**src/rtl/dmem_responder_if.sv**
```systemverilog
// Request/response bus between a load/store initiator and dmem_responder.
// Both channels use valid/ready: a beat transfers on a rising edge where valid and ready are both 1.
interface dmem_responder_if #(
  parameter int DATA_WIDTH = 32
);
  logic                  req_valid;
  logic                  req_ready;
  logic                  req_write;
  logic [31:0]           req_addr;
  logic [DATA_WIDTH-1:0] req_wdata;
  logic [1:0]            req_maskmode;
  logic                  req_sext;
  logic                  resp_valid;
  logic                  resp_ready;
  logic [DATA_WIDTH-1:0] resp_rdata;
  logic                  resp_err;

  modport master (
    output req_valid, req_write, req_addr, req_wdata, req_maskmode, req_sext, resp_ready,
    input  req_ready, resp_valid, resp_rdata, resp_err
  );

  modport slave (
    input  req_valid, req_write, req_addr, req_wdata, req_maskmode, req_sext, resp_ready,
    output req_ready, resp_valid, resp_rdata, resp_err
  );
endinterface

```
**src/rtl/dmem_responder.sv**
```systemverilog
// Single-outstanding data memory with fixed latency, byte/half/word access and fault checking.
// The memory is read or written on the edge that enters RESP; the response then holds until taken.
module dmem_responder #(
  parameter int DATA_WIDTH = 32,
  parameter int NUM_WORDS  = 64,
  parameter int LATENCY    = 2
) (
  input  logic                clk,
  input  logic                rstn,
  dmem_responder_if.slave     bus,
  output logic [1:0]          o_dbg_state
);
  localparam int IDX_W = (NUM_WORDS > 1) ? $clog2(NUM_WORDS) : 1;

  typedef enum logic [1:0] {S_IDLE = 2'd0, S_WAIT = 2'd1, S_RESP = 2'd2} state_t;

  state_t                r_state, w_next;
  logic [3:0]            r_cnt;
  logic                  r_write, r_sext, r_err;
  logic [31:0]           r_addr;
  logic [DATA_WIDTH-1:0] r_wdata, r_rdata;
  logic [1:0]            r_mm;
  logic [DATA_WIDTH-1:0] r_mem [NUM_WORDS];

  logic                  w_accept, w_enter_resp, w_err;
  logic                  w_a_write, w_a_sext;
  logic [31:0]           w_a_addr;
  logic [DATA_WIDTH-1:0] w_a_wdata, w_word, w_load;
  logic [1:0]            w_a_mm;
  logic [IDX_W-1:0]      w_idx;
  logic [7:0]            w_byte;
  logic [15:0]           w_half;

  assign w_accept     = (r_state == S_IDLE) && bus.req_valid;
  assign w_enter_resp = (w_next == S_RESP) && (r_state != S_RESP);

  // With LATENCY=0 the access happens on the acceptance edge, so use the live request fields.
  assign w_a_write = (r_state == S_IDLE) ? bus.req_write    : r_write;
  assign w_a_addr  = (r_state == S_IDLE) ? bus.req_addr     : r_addr;
  assign w_a_wdata = (r_state == S_IDLE) ? bus.req_wdata    : r_wdata;
  assign w_a_mm    = (r_state == S_IDLE) ? bus.req_maskmode : r_mm;
  assign w_a_sext  = (r_state == S_IDLE) ? bus.req_sext     : r_sext;

  assign w_err = (w_a_mm == 2'b11)
              || ((w_a_mm == 2'b01) && w_a_addr[0])
              || ((w_a_mm == 2'b10) && (w_a_addr[1:0] != 2'b00))
              || ({2'b00, w_a_addr[31:2]} >= NUM_WORDS);

  assign w_idx  = w_a_addr[IDX_W+1:2];
  assign w_word = r_mem[w_idx];
  assign w_byte = w_word[{w_a_addr[1:0], 3'b000} +: 8];
  assign w_half = w_word[{w_a_addr[1], 4'b0000} +: 16];

  always_comb begin
    w_load = w_word;
    case (w_a_mm)
      2'b00:   w_load = {{(DATA_WIDTH-8){w_a_sext & w_byte[7]}}, w_byte};
      2'b01:   w_load = {{(DATA_WIDTH-16){w_a_sext & w_half[15]}}, w_half};
      default: w_load = w_word;
    endcase
  end

  // State register and response registers.
  always_ff @(posedge clk) begin
    if (!rstn) begin
      r_state <= S_IDLE;
      r_cnt   <= 4'd0;
      r_rdata <= '0;
      r_err   <= 1'b0;
    end else begin
      r_state <= w_next;
      if (w_accept)
        r_cnt <= 4'(LATENCY);
      else if (r_state == S_WAIT)
        r_cnt <= r_cnt - 4'd1;
      if (w_enter_resp) begin
        r_err   <= w_err;
        r_rdata <= (w_err || w_a_write) ? '0 : w_load;
      end else if ((r_state == S_RESP) && bus.resp_ready) begin
        r_err   <= 1'b0;
        r_rdata <= '0;
      end
    end
  end

  always_ff @(posedge clk) begin
    if (w_accept) begin
      r_write <= bus.req_write;
      r_addr  <= bus.req_addr;
      r_wdata <= bus.req_wdata;
      r_mm    <= bus.req_maskmode;
      r_sext  <= bus.req_sext;
    end
  end

  // Storage has no reset; a reset that lands before RESP suppresses the commit.
  always_ff @(posedge clk) begin
    if (rstn && w_enter_resp && w_a_write && !w_err) begin
      case (w_a_mm)
        2'b00:   r_mem[w_idx][{w_a_addr[1:0], 3'b000} +: 8] <= w_a_wdata[7:0];
        2'b01:   r_mem[w_idx][{w_a_addr[1], 4'b0000} +: 16] <= w_a_wdata[15:0];
        default: r_mem[w_idx] <= w_a_wdata;
      endcase
    end
  end

  always_comb begin
    w_next = r_state;
    case (r_state)
      S_IDLE:  if (bus.req_valid) w_next = (LATENCY == 0) ? S_RESP : S_WAIT;
      S_WAIT:  if (r_cnt == 4'd1) w_next = S_RESP;
      S_RESP:  if (bus.resp_ready) w_next = S_IDLE;
      default: w_next = S_IDLE;
    endcase
  end

  always_comb begin
    bus.req_ready  = (r_state == S_IDLE);
    bus.resp_valid = (r_state == S_RESP);
    bus.resp_rdata = r_rdata;
    bus.resp_err   = r_err;
    o_dbg_state    = r_state;
  end
endmodule

```
**src/flat_wrapper.sv**
```systemverilog
// flat-port wrapper written by rule: the top's interface ports become plain ports
module dmem_responder_flat 
#(
  parameter int DATA_WIDTH = 32,
  parameter int NUM_WORDS  = 64,
  parameter int LATENCY    = 2
)
  (clk, rstn, o_dbg_state, bus_req_valid, bus_req_write, bus_req_addr, bus_req_wdata, bus_req_maskmode, bus_req_sext, bus_resp_ready, bus_req_ready, bus_resp_valid, bus_resp_rdata, bus_resp_err);
  dmem_responder_if #(.DATA_WIDTH(DATA_WIDTH)) bus_i ();
  input  logic clk;
  input  logic rstn;
  output logic [1:0] o_dbg_state;
  input wire logic [$bits(bus_i.req_valid)-1:0] bus_req_valid;
  input wire logic [$bits(bus_i.req_write)-1:0] bus_req_write;
  input wire logic [$bits(bus_i.req_addr)-1:0] bus_req_addr;
  input wire logic [$bits(bus_i.req_wdata)-1:0] bus_req_wdata;
  input wire logic [$bits(bus_i.req_maskmode)-1:0] bus_req_maskmode;
  input wire logic [$bits(bus_i.req_sext)-1:0] bus_req_sext;
  input wire logic [$bits(bus_i.resp_ready)-1:0] bus_resp_ready;
  output wire logic [$bits(bus_i.req_ready)-1:0] bus_req_ready;
  output wire logic [$bits(bus_i.resp_valid)-1:0] bus_resp_valid;
  output wire logic [$bits(bus_i.resp_rdata)-1:0] bus_resp_rdata;
  output wire logic [$bits(bus_i.resp_err)-1:0] bus_resp_err;
  assign bus_i.req_valid = bus_req_valid;
  assign bus_i.req_write = bus_req_write;
  assign bus_i.req_addr = bus_req_addr;
  assign bus_i.req_wdata = bus_req_wdata;
  assign bus_i.req_maskmode = bus_req_maskmode;
  assign bus_i.req_sext = bus_req_sext;
  assign bus_i.resp_ready = bus_resp_ready;
  assign bus_req_ready = bus_i.req_ready;
  assign bus_resp_valid = bus_i.resp_valid;
  assign bus_resp_rdata = bus_i.resp_rdata;
  assign bus_resp_err = bus_i.resp_err;
  dmem_responder #(.DATA_WIDTH(DATA_WIDTH), .NUM_WORDS(NUM_WORDS), .LATENCY(LATENCY)) u_core (.clk(clk), .rstn(rstn), .bus(bus_i), .o_dbg_state(o_dbg_state));
endmodule
```
**config.mk**
```make
export PLATFORM = sky130hd
export DESIGN_NAME = dmem_responder_flat
export DESIGN_NICKNAME = d
export VERILOG_FILES = /design/src/rtl/dmem_responder_if.sv /design/src/rtl/dmem_responder.sv /design/src/flat_wrapper.sv
export SDC_FILE = /design/constraint.sdc
export NUM_CORES = 2
export LEC_CHECK = 0
export ABC_AREA = 1
export BUFFER_PORTS_ARGS = -buffer_cell sky130_fd_sc_hd__buf_2
export CELL_PAD_IN_SITES_DETAIL_PLACEMENT = 0
export CELL_PAD_IN_SITES_GLOBAL_PLACEMENT = 1
export CORE_ASPECT_RATIO = 1.4
export CORE_MARGIN = 4
export CORE_UTILIZATION = 40
export CTS_CLUSTER_DIAMETER = 120
export CTS_CLUSTER_SIZE = 16
export DETAILED_ROUTE_END_ITERATION = 8
export GPL_ROUTABILITY_DRIVEN = 0
export GPL_TIMING_DRIVEN = 1
export PLACE_DENSITY = 0.73
export SYNTH_ARGS = -nofsm -noshare
export SYNTH_HDL_FRONTEND = slang
export SYNTH_SLANG_ARGS = --single-unit
```
**constraint.sdc**
```tcl
create_clock -name clk -period 11.65 [get_ports clk]
set_clock_uncertainty 0.05 [all_clocks]
set_input_delay 2.33 -clock clk [delete_from_list [all_inputs] [get_ports clk]]
set_output_delay 2.33 -clock clk [all_outputs]
set_load 0.005 [all_outputs]
```
==> impl_metrics.tcl <==
set metrics [dict create \
    startpoint "bus_req_addr[2]" \
    ys_seq_area_share_pct 73.6 \
    rsz0062_at_grt "no" \
    finalHoldViolCount 0 \
    core-area_mm2 0.217 \
    endpoint "u_core.bus.resp_rdata[27]" \
    drtPass1Iterations 9 \
    maxCapViolations 0 \
    synth_nets 7569 \
    routed_wl_mm 292 \
    synth_seq_cells 2155 \
    drt-initial-drc-count 7389 \
    slowest_delay_ns 0.72 \
    clk_path_buf_depth 4 \
    cpMaxStageDelayCell "nor2_1" \
    syn_area_mm2 0.0874 \
    start_util_pct 40.3 \
    hp-class "flip-flop to flip-flop" \
    r2r_start "u_core.o_dbg_state[1]" \
    synthCells 7491 \
    switching_share_pct 26.8 \
    nFillCells 20064 \
    netlist_top_cells_area "edfxtp_1, nand2_1, nor2_1, o21ai_0, o22ai_1" \
    maxSlewViolCount 0 \
    pwr-share-clk_pct 32.1 \
    cts_resized 0 \
    post-dp-hpwl_mm 184 \
    grt_pass1_vias 56271 \
    max_freq_mhz 150 \
    antenna_left 0 \
    critPathBufInv 3 \
    layout_min_cycle_time_ns 6.65 \
    cts_tree "yes" \
    routed_via_density 5.62 \
    cellPowerDensity_mw_per_mm2 167 \
    avgSynthCellArea_um2 11.7 \
    fin_crit_sh_pct 57.1 \
    worstPathArrival_ns 7.36 \
    cts_inserted_buffers 160 \
    path_class "input pin to flip-flop" \
    worst-path-stages 18 \
    worst_pin_slew_ns 1.38 \
    ir_worst_vdd_mv 0.0964 \
    clkTransAtPathRegs_ns 0.07 \
    p_seq_share_pct 54.5 \
    path_cells "buf_2, nand2_1, nand2_8, buf_4, nand2_4, buf_4, nor2_1, nor2_1, nand4_1, nand2_1, nand2_1, nor2_1, nand3_1, nand3_1, nand3_4, nand2_4, nand2_1, a21oi_1" \
    cts_sinks 2155 \
    crit_top_cell "nand2_1" \
    post_cts_buffers 0 \
    wl_per_cell_um 28.1 \
    finalNetCount 7555 \
    worst_setup_path_start_kind "input pin" \
    multiInputGateArea_mm2 0.0207 \
    drc_errors 2 \
    r2r-end "u_core.bus.resp_rdata[27]" \
    clk_latency_ns 0.84 \
    fin_setup_tns_ns 0 \
    required_ns 12.36 \
    grt_overflow 0 \
    yosys_warnings 0 \
    vias 58399 \
    area_growth_pct 8.91 \
    grt_max_degree 174 \
    antenna_found_initial 21 \
    outcome "finished, violations left" \
    grt_pass1_wl_mm 408 \
    grt_usage_pct 25.0 \
    violations "design-rule violations" \
    hold_ws_ns 0.439 \
    cts.htree.levels 4 \
    synth_area_leader_cell "edfxtp_1" \
    reg2regPathDepth 18 \
    ctsHoldBuffers 0 \
    rrSetupSlack_ns 5.50 \
    ios 109 \
    cp-end-kind "flip-flop" \
    setup_violations 0 \
    switchingPower_mw 4.25 \
    rows 202 \
    cp_max_fo 59 \
    synth_top_area_share_pct 72.7 \
    cts_root_buf "clkbuf_16" \
    regArea_mm2 0.0643 \
    p_leak_nw 35.5 \
    io_buffers 108 \
    drive_gt1_share_pct 6.54 \
    max_slew_margin_pct 7.57 \
    synth_cell_types 46 \
    pwr-share-comb_pct 13.4 \
    dieArea_mm2 0.226 \
    dieWidth_um 403 \
    crit_family "simple AND/OR/NAND/NOR gates" \
    internal_power_mw 11.6 \
    fp.dieH_um 561 \
]
[layout by cell type (no fill, tap or decap), types with 8 or more instances in the layout]
cell       netlist  layout
o211ai_1        13      13
inv_1          238     229
buf_4           22     107
clkbuf_16        0     163
nor3_1          31      23
nand3b_1        29      29
nand3_1        172     164
o31ai_4          0      16
o22ai_1        224     224
dfxtp_1         39      39
buf_2          218     108
clkbuf_1       106      39
or2_2           20      20
nand2_4          4      12
nand4_1         59      59
nor3_2           0       8
a21oi_1         76      75
o21ai_0        448     447
nor2_1        1721    1717
o22a_1          66      66
nand3_2          1       9
nand2_1       1761    1755
edfxtp_1      2116    2116
diode_2          0      16
[synth_stat cells, drive strengths merged]
master	number
a211o	1
a21oi	76
a22o	1
a22oi	1
a31oi	5
and2	1
buf	288
clkbuf	106
clkinv	5
dfxtp	39
edfxtp	2116
ha	6
inv	240
nand2	1774
nand3	174
nand3b	29
nand4	59
nor2	1728
nor3	32
nor3b	1
nor4	4
o211ai	13
o21ai	458
o22a	66
o22ai	224
o311ai	1
o31ai	19
o32ai	1
or2	23
[worst min-delay path, stage by stage, from the launching register on]
cell     delay [ns]
dfxtp_1        0.30
inv_1          0.08
a21oi_1        0.06
[power groups by stage]
stage          Clock, mW  Combinational (mW)  Sequential (mW)
6_report            5.09                2.13             8.64
5_1_grt             5.42                2.26             8.64
4_1_cts             5.13                2.11             8.64
3_5_place_dp           0                2.10             8.82
3_3_place_gp           0                2.11             8.82
2_1_floorplan          0                1.16             8.83
[registers in the layout, indices dropped and copies added (netlist names)]
signal	count
u_core.r_mem	2048
u_core.bus.resp_rdata	32
u_core.r_addr	32
u_core.r_wdata	32
u_core.r_cnt	4
u_core.o_dbg_state	2
u_core.r_mm	2
u_core.bus.resp_err	1
u_core.r_sext	1
u_core.r_write	1
[cell families after synthesis]
group | count (synthesis) | share of synthesized area, %
DFF | 2155 | 73.6
and+or+nand+nor | 3825 | 17.3
adders and majority gates | 6 | 0.0859
AOI/OAI and AO/OA | 866 | 5.77
buffers and inverters | 639 | 3.29
[how the worst min path moves through the flow]
stage | startpoint | to | slack, ns | cells past startpoint
3_5_place_dp | u_core.r_cnt[3] | u_core.r_cnt[3] | 0.42 | 2
5_1_grt | u_core.bus.resp_rdata[22] | u_core.bus.resp_rdata[22] | 0.45 | 2
6_report | u_core.r_cnt[3] | u_core.r_cnt[3] | 0.44 | 2
2_1_floorplan | u_core.r_cnt[3] | u_core.r_cnt[3] | 0.39 | 2
3_3_place_gp | u_core.r_cnt[3] | u_core.r_cnt[3] | 0.41 | 2
4_1_cts | u_core.r_cnt[3] | u_core.r_cnt[3] | 0.43 | 2
[layout make-up]
| type | count | share of cell area (%) |
|---|---|---|
| clock inverter | 4 | 0.0355 |
| inverter | 245 | 0.975 |
| multi-input combinational | 4697 | 21.7 |
| timing repair buffer | 218 | 1.47 |
| sequential | 2155 | 67.6 |
| antenna | 16 | 0.0421 |
| tap | 2856 | 3.75 |
| clock buffer | 202 | 4.44 |
[stage by stage]
stage	worst slack [ns]	instances	utilization, %	cell area, um^2	total power [mW]
finish	5.00	10393	43.9	95200	15.9
global route	4.98	10381	43.9	95200	16.3
CTS	5.24	10377	43.9	95100	15.9
detailed placement	4.38	10171	41.9	90900	10.9
global placement	4.30	10171	41.9	90900	10.9
floorplan	3.28	7491	-	87400	10.0
[layer usage]
metal  track usage, %  wire, um  vias to the layer above
li1                 -         -                    25682
met1             30.3    105000                    29053
met2             41.5    140000                     2924
met3             4.33     24100                      722
met4             16.2     22500                       18
met5                0       103                        -
(Power assumes the default switching activity.)
